[src/rtl/mem_fetch_unit.sv]
// ---------------------------------------------------------------------------
// mem_fetch_unit
//  Sequential byte-fetch stage sitting in front of a small synchronous-read
//  memory. Reads are issued one per cycle from an incrementing fetch address.
//  Each returned byte is tagged with its address and buffered in a prefetch
//  FIFO. The FIFO feeds the decode stage over a valid/ready handshake.
//
//  Ports
//   clk, rst        clock, asynchronous active-high reset
//   start           pulse, begin fetching (honoured only when idle)
//   stop            pulse, stop issuing, let in-flight reads land, go idle
//   load_en         redirect: flush buffer and pipeline, fetch_addr<=load_addr
//   load_addr       redirect target address
//   out_data        FIFO head byte (holds its last value while empty)
//   out_addr        memory address that out_data was read from
//   out_valid       FIFO non-empty
//   out_ready       consumer takes the head on out_valid && out_ready
//   mem_addr        registered memory address
//   mem_rd          registered memory read strobe
//   mem_wr, mem_din tied off; this unit never writes
//   mem_dout        memory read data, valid the cycle after mem_rd
//   busy            fetch FSM is not idle
//   stall_cnt       (FETCH_PERF_EN only) saturating count of RUN cycles in
//                   which issue was blocked because the buffer was fully
//                   reserved
//
//  Optional feature macro: FETCH_PERF_EN
// ---------------------------------------------------------------------------
module mem_fetch_unit #(
  parameter int ADDR_W     = 6,
  parameter int DATA_W     = 8,
  parameter int FIFO_DEPTH = 4
) (
  input  logic              clk,
  input  logic              rst,
  input  logic              start,
  input  logic              stop,
  input  logic              load_en,
  input  logic [ADDR_W-1:0] load_addr,
  output logic [DATA_W-1:0] out_data,
  output logic [ADDR_W-1:0] out_addr,
  output logic              out_valid,
  input  logic              out_ready,
  output logic [ADDR_W-1:0] mem_addr,
  output logic              mem_rd,
  output logic              mem_wr,
  output logic [DATA_W-1:0] mem_din,
  input  logic [DATA_W-1:0] mem_dout,
`ifdef FETCH_PERF_EN
  output logic [15:0]       stall_cnt,
`endif
  output logic              busy
);

  localparam int PTR_W = $clog2(FIFO_DEPTH);
  localparam int CNT_W = PTR_W + 1;
  localparam logic [CNT_W-1:0] DEPTH_C = CNT_W'(FIFO_DEPTH);

  localparam logic [1:0] S_IDLE  = 2'd0;
  localparam logic [1:0] S_RUN   = 2'd1;
  localparam logic [1:0] S_DRAIN = 2'd2;

  logic [1:0]        state, state_nxt;
  logic [ADDR_W-1:0] fetch_addr;
  logic              rd_q;        // read issued last edge (same flop as mem_rd)
  logic              ret_q;       // mem_dout carries a returned byte this cycle
  logic [ADDR_W-1:0] addr_q;      // address belonging to the byte on mem_dout
  logic [CNT_W-1:0]  count;       // bytes held in the FIFO
  logic [CNT_W-1:0]  reserved;    // FIFO count + reads still in flight
  logic [PTR_W-1:0]  wr_ptr, rd_ptr;

  logic [DATA_W-1:0] fifo_data [FIFO_DEPTH];
  logic [ADDR_W-1:0] fifo_addr [FIFO_DEPTH];

  logic              push, pop, issue, head_upd;
  logic [CNT_W-1:0]  cnt_after_pop;
  logic [PTR_W-1:0]  head_idx;
  logic [DATA_W-1:0] head_data_nxt;
  logic [ADDR_W-1:0] head_addr_nxt;

  assign rd_q      = mem_rd;
  assign mem_wr    = 1'b0;
  assign mem_din   = '0;
  assign busy      = (state != S_IDLE);
  assign out_valid = (count != '0);

  // A redirect voids both the returning byte and any pop in the same cycle.
  assign push = ret_q && !load_en;
  assign pop  = out_valid && out_ready && !load_en;

  // Next-state. A redirect overrides the normal transitions: only an
  // uninterrupted RUN (no stop) stays in RUN, everything else lands in IDLE.
  always_comb begin
    state_nxt = state;
    case (state)
      S_IDLE:  if (start) state_nxt = S_RUN;
      S_RUN:   if (stop)  state_nxt = S_DRAIN;
      S_DRAIN: if (!rd_q && !ret_q) state_nxt = S_IDLE;
      default: state_nxt = S_IDLE;
    endcase
    if (load_en)
      state_nxt = (state == S_RUN && !stop) ? S_RUN : S_IDLE;
  end

  // Issue on the same edge that enters RUN so the first read goes out right
  // after start is sampled. The reservation count guarantees every in-flight
  // byte already owns a FIFO slot, so a return never needs back-pressure.
  assign issue = !load_en && (state_nxt == S_RUN) && (reserved < DEPTH_C);

  // out_data/out_addr are registered copies of the FIFO head so they keep the
  // last delivered value while the FIFO is empty. Work out what the head will
  // be after this edge's pop/push.
  always_comb begin
    cnt_after_pop = count - CNT_W'(pop);
    head_idx      = rd_ptr + PTR_W'(pop);
    head_data_nxt = fifo_data[head_idx];
    head_addr_nxt = fifo_addr[head_idx];
    head_upd      = 1'b0;
    if (cnt_after_pop == '0) begin
      // Nothing left behind the popped entry: the incoming byte becomes head.
      head_data_nxt = mem_dout;
      head_addr_nxt = addr_q;
      head_upd      = push;
    end else begin
      head_upd      = pop;
    end
  end

  // Control and pointer state
  always_ff @(posedge clk or posedge rst) begin
    if (rst) begin
      state      <= S_IDLE;
      fetch_addr <= '0;
      mem_rd     <= 1'b0;
      mem_addr   <= '0;
      ret_q      <= 1'b0;
      addr_q     <= '0;
      count      <= '0;
      reserved   <= '0;
      wr_ptr     <= '0;
      rd_ptr     <= '0;
      out_data   <= '0;
      out_addr   <= '0;
    end else begin
      state  <= state_nxt;
      addr_q <= mem_addr;
      if (load_en) begin
        // Flush: the read the memory sampled this edge returns into the void
        // because ret_q is cleared alongside it.
        fetch_addr <= load_addr;
        mem_rd     <= 1'b0;
        ret_q      <= 1'b0;
        count      <= '0;
        reserved   <= '0;
        wr_ptr     <= '0;
        rd_ptr     <= '0;
      end else begin
        ret_q    <= rd_q;
        mem_rd   <= issue;
        if (issue) begin
          mem_addr   <= fetch_addr;
          fetch_addr <= fetch_addr + ADDR_W'(1);
        end
        reserved <= reserved + CNT_W'(issue) - CNT_W'(pop);
        count    <= count + CNT_W'(push) - CNT_W'(pop);
        wr_ptr   <= wr_ptr + PTR_W'(push);
        rd_ptr   <= rd_ptr + PTR_W'(pop);
        if (head_upd) begin
          out_data <= head_data_nxt;
          out_addr <= head_addr_nxt;
        end
      end
    end
  end

  // FIFO storage; contents are don't-care until written, so no reset.
  always_ff @(posedge clk) begin
    if (push) begin
      fifo_data[wr_ptr] <= mem_dout;
      fifo_addr[wr_ptr] <= addr_q;
    end
  end

`ifdef FETCH_PERF_EN
  // Cycles in RUN where issue was blocked by a fully reserved buffer.
  always_ff @(posedge clk or posedge rst) begin
    if (rst)
      stall_cnt <= '0;
    else if (state == S_RUN && reserved == DEPTH_C && stall_cnt != 16'hFFFF)
      stall_cnt <= stall_cnt + 16'd1;
  end
`endif

endmodule

[config.mk]
export PLATFORM = sky130hd
export DESIGN_NAME = mem_fetch_unit
export DESIGN_NICKNAME = d
export VERILOG_FILES = /design/src/rtl/mem_fetch_unit.sv
export SDC_FILE = /design/constraint.sdc
export NUM_CORES = 1
export LEC_CHECK = 0
export ABC_CLOCK_PERIOD_IN_PS = 3780
export BUFFER_PORTS_ARGS = -buffer_cell sky130_fd_sc_hd__buf_4
export CORE_ASPECT_RATIO = 0.9
export CORE_UTILIZATION = 55
export CTS_BUF_LIST = sky130_fd_sc_hd__clkbuf_8
export DETAILED_ROUTE_END_ITERATION = 6
export PLACE_DENSITY = 0.72
export SETUP_SLACK_MARGIN = 0.3
export SYNTH_ARGS = -nofsm -noshare
export SYNTH_HDL_FRONTEND = slang
export SYNTH_SLANG_ARGS = --single-unit
[constraint.sdc]
create_clock -name clk -period 3.78 [get_ports clk]
set_clock_uncertainty 0.1 [all_clocks]
set_input_delay 0.189 -clock clk [delete_from_list [all_inputs] [get_ports clk]]
set_output_delay 0.189 -clock clk [all_outputs]
set_load 0.02 [all_outputs]
==> flow_summary_export.csv, run 1 <==
group,metric,value,unit
run_status,outcome,"finished, final reports clean",
worst_setup_path,cp-end-kind,"flop",
yosys,ys_seq_area_frac,0.674,
final_layout,multi_input_area,1250,µm²
worst_setup_path,r2r_slack,760,ps
worst_setup_path,slowest_stage,"nand3_1",
cts,insertion_delay,360,ps
global_routing,grt_pass1_vias,2359,
floorplan,coreArea,7220,µm²
timing,rsz0062_at_grt,"false",
timing,min_period,3020,ps
cts,numCtsBuffers,9,
worst_setup_path,critPathKind,"flop to flop",
floorplan,dieArea,8000,µm²
worst_setup_path,crit_chain,"nor3_1, nor3_1, ha_1, nor2b_1, nand3_1, nand2b_2, o221a_2",
worst_setup_path,critical_path.max_stage_delay,500,ps
drt,drt-initial-drc-count,180,
floorplan,start_util,0.582,
cts,ctsResizeCount,0,
yosys,synth-seq-cells,102,
cts,clock-sinks,102,
final_layout,final_cell_mix,"56 x edfxtp_1, 49 x buf_4, 46 x dfrtp_1, 15 x dlygate4sd3_1",
placed_design,portBuffers,42,
worst_setup_path,path_delay_family,"simple AND/OR/NAND/NOR gates",
yosys,synth.distinct_cells,41,
power_and_ir_drop,vdd.ir_drop.worst,0.337,mV
worst_setup_path,path_common_cell,"nor3_1",
placed_design,placed_cell_area,4620,µm²
yosys,synthCells,258,
placed_design,gp_congestion,0.775,
cts,clkSlewWorstSetupHoldPaths,100,ps
timing,drv_slew,0,
final_layout,syn_to_final_growth,17.7,%
placed_design,place_ws,784,ps
final_layout,nets,354,
yosys,yosysWarnings,0,
flow_run,cap_violations,0,
final_layout,ff_latch_area,2830,µm²
timing,fin_ws,759,ps
cts,cts_setup_buffers,0,
worst_setup_path,start_kind,"flop",
cts,root_buffer,"clkbuf_8",
timing,finalHoldViolations,0,
power_and_ir_drop,p_leak,1.97,nW
final_layout,final_cell_area,4950,µm²
drt,drc_errors,0,
drt,ant_nets,0,
global_routing,grt_overflow,0,
final_layout,diodes,0,
final_layout,final_common_cell,"edfxtp_1",
drt,drt-total-wl,7470,µm
floorplan,fp.dieW,94.2,µm
worst_setup_path,worst-path-buf-inv,0,
cts,cts_tree,"done",
hold_path,hp-class,"input pin to flop",
worst_setup_path,cp_max_fo,15,
drt,via_count,2282,
placed_design,place_inst,391,
timing,finalSetupTns,0,ps
global_routing,grt_max_degree,47,
timing,holdWs,77.9,ps
drt,drt-wirelength-per-cell,17.7,µm
power_and_ir_drop,powerDensity,616,nW/µm²
final_layout,final_cell_count_no_fill,422,
final_layout,post_route_cells_drive_above_1_share,0.322,
yosys,synth.avg_cell_area,16.3,µm²
global_routing,grt_first_pass_wirelength,12100,µm
timing,min_period_over_period,0.799,
placed_design,hpwl,4930,µm
worst_setup_path,crit_arrival,3220,ps
timing,worst_pin_slew,969,ps
floorplan,ios,52,
global_routing,antenna_found_initial,0,
timing,finalSetupViolations,0,
floorplan,fp-row-count,29,
yosys,syn-cell-area,4210,µm²
timing,slew_headroom,0.353,
worst_setup_path,cp.required,3980,ps
final_layout,fillers,511,
global_routing,grt.total_usage,0.207,
cts,clockBufferDepth,2,
drt,first_pass_iters,4,
cts,cts.htree.levels,3,
timing,max_clock_freq,0.331,GHz
drt,vias_per_cell,5.41,
floorplan,chipHeight,85.0,µm
-- final cells by class --
type                            count  share of cell area
Inverter                           13             0.00986
Clock inverter                      7              0.0114
Timing Repair Buffer               64               0.105
Clock buffer                        9              0.0250
Tap cell                           93              0.0235
Multi-Input combinational cell    134               0.253
Sequential cell                   102               0.572
-- registers in the layout (all words and copies together), names as in the netlist --
name	cells
out_data	8
count	3
ret_q	1
state	2
fetch_addr	6
wr_ptr	2
fifo_data	32
out_addr	6
mem_addr	6
rd_ptr	2
mem_rd	1
addr_q	6
reserved	3
fifo_addr	24
-- report_power, final --
group / total (mW) / internal (mW) / switching [mW]
clock: 0.632 / 0.249 / 0.383
combinational: 0.855 / 0.435 / 0.420
sequential: 1.56 / 1.40 / 0.165
-- path summary, 6_finish.rpt --
check                             start             to  depth (start not counted)
max                            count[1]    out_data[1]                          7
min                        load_addr[3]  fetch_addr[3]                          3
max reg2reg                    count[1]    out_data[1]                          7
min reg2reg                 mem_addr[5]      addr_q[5]                          0
max in group asynchronous           rst    out_addr[1]                          3
min in group asynchronous           rst      addr_q[5]                          3
-- through the flow --
step                      utilization  total power [mW]
after global placement          0.640              2.42
after detailed placement        0.640              2.44
after floorplan                     -              2.10
after CTS                       0.685              3.08
after global routing            0.685              3.20
final                           0.685              3.05
-- synth_stat cells (all sizes together) --
cell | instances | area share
edfxtp | 56 | 0.40
o211ai | 3 | 0.0065
clkbuf | 3 | 0.0027
or2 | 1 | 0.0015
o311ai | 1 | 0.0021
o31a | 1 | 0.0021
or4 | 1 | 0.0018
or2b | 3 | 0.0054
inv | 13 | 0.012
dfrtp | 46 | 0.27
o21a | 1 | 0.0018
and2b | 1 | 0.0018
nor2 | 12 | 0.011
conb | 1 | 0.00089
nor3 | 4 | 0.0048
nor2b | 8 | 0.012
mux4 | 14 | 0.075
xor2 | 3 | 0.0062
nand2b | 13 | 0.020
xnor2 | 6 | 0.012
mux2 | 6 | 0.016
fa | 2 | 0.0095
o21ai | 3 | 0.0036
mux2i | 1 | 0.0024
nand3 | 3 | 0.0036
a2111oi | 1 | 0.0065
o221a | 14 | 0.037
nor3b | 2 | 0.0036
a221o | 1 | 0.0024
nand2 | 7 | 0.0068
nand3b | 1 | 0.0018
a21oi | 2 | 0.0024
buf | 14 | 0.024
and3 | 1 | 0.0015
o211a | 1 | 0.0024
ha | 8 | 0.024
-- worst reg2reg max path, stage by stage, from the launching register on --
cell and delay [ps]:
dfrtp_1 430, nor3_1 450, nor3_1 190, ha_1 310, nor2b_1 240, nand3_1 500, nand2b_2 470, o221a_2 260
-- what timing repair did --
| item | 4_1_cts | 5_1_grt |
|---|---|---|
| hold endpoints to repair | 84 | 0 |
| hold buffers | 15 | 0 |
| endpoints found under the setup margin | 0 | 0 |
-- metal layers --
| layer | wire length [µm] | GRT usage | vias to the layer above |
|---|---|---|---|
| met5 | 0 | 0 | - |
| li1 | - | - | 1073 |
| met3 | 352 | 0.0591 | 5 |
| met2 | 3650 | 0.338 | 63 |
| met4 | 53 | 0.0420 | 0 |
| met1 | 3410 | 0.280 | 1141 |
-- kinds of logic after synthesis --
family | after synthesis | share of synthesized area
AO/OA/AOI/OAI | 28 | 0.0672
XOR/XNOR | 9 | 0.0187
adder cells (fa/ha/maj) | 10 | 0.0333
buffers and inverters | 30 | 0.0378
flip-flops | 102 | 0.674
multiplexers | 21 | 0.0934
other | 1 | 0.000892
AND/OR/NAND/NOR | 57 | 0.0750
Power figures use the tool's default switching activity.
==> run 2: changes to the inputs <==
ABC_AREA = 1   (was unset)
ABC_CLOCK_PERIOD_IN_PS = 2500   (was 3780)
PLACE_DENSITY = 0.74   (was 0.72)
clock period = 2.5 ns   (was 3.78 ns; I/O delays follow)
==> run 2 against run 1 <==
- worst hold slack got worse by 57 ps
- fmax rose by 41%
- power rose by 100%
- largest power group is now combinational cells
- critical path depth rose by 6
- highest routed layer unchanged
- non-clock buffer count rose by 35
- critical endpoint is now out_addr[2]
- utilization rose by 2.6 points
- sequential share of layout area fell by 8.8 points
- critical path type unchanged
==> flow_summary_export.csv, run 2 <==
group,metric,value,unit
worst_setup_path,timing.critical_path.to,"out_addr[2]",
yosys,ys_seq_area_frac,0.597,
timing,finalSetupTns,0,ps
drt,via_count,3674,
cts,cts_tree,"done",
yosys,synth_top_area_frac,0.354,
final_layout,fillers,612,
global_routing,grt_max_degree,47,
final_layout,final_common_cell,"nand2_1",
worst_setup_path,start_kind,"flop",
floorplan,dieArea,9010,µm²
final_layout,post_route_cells_drive_above_1_share,0.197,
final_layout,largest-register,"fifo_data",
floorplan,fp-row-count,31,
drt,ant_nets,0,
global_routing,grt.total_usage,0.257,
cts,clock-sinks,102,
yosys,syn-cell-area,4750,µm²
yosys,yosysWarnings,0,
worst_setup_path,critPathKind,"flop to flop",
yosys,synth_most_common_cell,"nand2_1",
yosys,synth.distinct_cells,28,
drt,drc_errors,0,
timing,worst_pin_slew,950,ps
worst_setup_path,cp_max_fo,10,
hold_path,hp-class,"input pin to flop",
final_layout,syn_to_final_growth,23.2,%
worst_setup_path,r2r_slack,360,ps
drt,vias_per_cell,4.96,
cts,insertion_delay,370,ps
yosys,synth_edf_count,56,
power_and_ir_drop,powerDensity,1060,nW/µm²
timing,max_clock_freq,0.467,GHz
final_layout,largest_register_ffs,32,
cts,clkSlewWorstSetupHoldPaths,100,ps
yosys,synth_common_cells,"215 x nand2_1, 82 x inv_1, 56 x edfxtp_1",
placed_design,place_ws,124,ps
final_layout,nets,650,
timing,finalSetupViolations,0,
yosys,synth-seq-cells,102,
timing,rsz0062_at_grt,"true",
yosys,synth_area_leaders,"edfxtp_1 35%, dfrtp_1 24%, nand2_1 17%",
power_and_ir_drop,vdd.ir_drop.worst,0.593,mV
worst_setup_path,cp-end-kind,"flop",
yosys,synth.avg_cell_area,8.99,µm²
drt,drt-initial-drc-count,216,
cts,root_buffer,"clkbuf_8",
worst_setup_path,reg2reg_depth,13,
cts,clockBufferDepth,2,
final_layout,final_cell_mix,"212 x nand2_1, 79 x inv_1, 76 x buf_4, 56 x edfxtp_1, 44 x dfrtp_1",
timing,holdWs,20.5,ps
worst_setup_path,crit_arrival,2310,ps
power_and_ir_drop,p_leak,2.98,nW
drt,drt-total-wl,10800,µm
timing,finalHoldViolations,0,
global_routing,grt_pass1_vias,3485,
floorplan,coreArea,8220,µm²
timing,drv_slew,0,
floorplan,chipHeight,90.1,µm
worst_setup_path,cp.required,2670,ps
power_and_ir_drop,finalPower,6.18,mW
timing,fin_ws,361,ps
final_layout,ff_latch_area,2840,µm²
floorplan,start_util,0.577,
yosys,async_flop_share,0.451,
final_layout,reg_top3,"fifo_data (32), fifo_addr (24), out_data (8)",
final_layout,multi_input_area,1520,µm²
global_routing,grt_first_pass_wirelength,17400,µm
timing,min_period_over_period,0.856,
global_routing,antenna_found_initial,0,
flow_run,cap_violations,0,
placed_design,gp_congestion,0.777,
cts,numCtsBuffers,9,
timing,min_period,2140,ps
yosys,synth_largest_area_cell,"edfxtp_1",
drt,drt-wirelength-per-cell,14.6,µm
final_layout,diodes,0,
worst_setup_path,timing.rr.start,"count[1]",
cts,cts.htree.levels,3,
floorplan,fp.dieW,99.9,µm
yosys,synthCells,528,
worst_setup_path,critPathLaunch,"count[1]",
placed_design,hpwl,6840,µm
placed_design,portBuffers,42,
worst_setup_path,timing.rr.end,"out_addr[2]",
run_status,outcome,"finished, final reports clean",
global_routing,grt_overflow,0,
timing,slew_headroom,0.366,
yosys,synth_flop_cell,"edfxtp_1",
drt,first_pass_iters,5,
floorplan,ios,52,
==> run 2: cell types whose count changed after synthesis, moves of 6 or more <==
cell,delta
nor2b_1,-8
mux2_2,-6
nand4_1,+16
nand3_1,+22
mux4_2,-14
nand2_1,+209
inv_1,+69
nor2_1,+8
nand2b_1,-12
o221a_2,-14
==> run 2: cell families after synthesis <==
family	count (synthesis)	synth area share
other	1	0.000790
adder cells (fa/ha/maj)	10	0.0295
AND/OR/NAND/NOR	291	0.256
XOR/XNOR	4	0.00738
buffers and inverters	111	0.0999
flip-flops	102	0.597
AO/OA/AOI/OAI	9	0.0100
==> run 2: area by class of cell <==
cell class | instances | share of cell area
timing repair buffer | 99 | 0.137
sequential | 102 | 0.485
inverter | 85 | 0.0550
tap | 115 | 0.0246
clock buffer | 9 | 0.0212
clock inverter | 7 | 0.0178
multi-input combinational | 323 | 0.260
==> run 2: metrics by stage <==
step,instance area [µm²],cells,utilization
finish,5850,740,0.712
global route,5850,740,0.712
CTS,5720,726,0.696
detailed placement,5240,685,0.638
global placement,5240,685,0.638
floorplan,4780,536,-
==> run 2: critical path, cell delays in order, from the launching register on <==
cell and delay, ps:
dfrtp_2 430, nor2_4 140, nand2_2 80, nand2_2 90
inv_2 60, ha_1 280, inv_1 70, nor2_4 180
nand3_4 110, buf_4 190, nand3_1 110, nand2_1 80
nand2_1 60, nand2_1 50
==> run 2: what timing repair did <==
| action | CTS | global route |
|---|---|---|
| pin swaps | 0 | 5 |
| endpoints found under the hold margin | 94 | 0 |
| setup endpoints to repair | 16 | 18 |
| hold buffers | 21 | 0 |
| resized for setup | 4 | 10 |
| buffers inserted | 4 | 14 |
| gates cloned | 0 | 0 |
==> run 2: power breakdown <==
part | leakage (nW) | switching, mW | internal [mW]
logic | 1.78 | 1.54 | 1.07
registers | 1.10 | 0.265 | 2.11
clock network | 0.108 | 0.608 | 0.578
total | 2.98 | 2.42 | 3.76
==> run 2: how the worst min path moves through the flow <==
| stage | startpoint | to | slack [ps] | depth (start not counted) |
|---|---|---|---|---|
| floorplan | mem_dout[0] | fifo_data[0][0] | 120 | 0 |
| global placement | mem_dout[4] | fifo_data[2][4] | 240 | 1 |
| detailed placement | mem_dout[4] | fifo_data[3][4] | 240 | 1 |
| CTS | load_en | fetch_addr[3] | 10 | 5 |
| global route | load_en | fetch_addr[3] | 80 | 5 |
| finish | load_en | fetch_addr[3] | 20 | 5 |
==> run 2: per-layer routing <==
| layer | vias up | wire, µm | GRT usage |
|---|---|---|---|
| li1 | 1795 | - | - |
| met1 | 1735 | 4850 | 0.368 |
| met4 | 0 | 165 | 0.0735 |
| met2 | 128 | 5180 | 0.402 |
| met5 | - | 0 | 0 |
| met3 | 16 | 613 | 0.0505 |
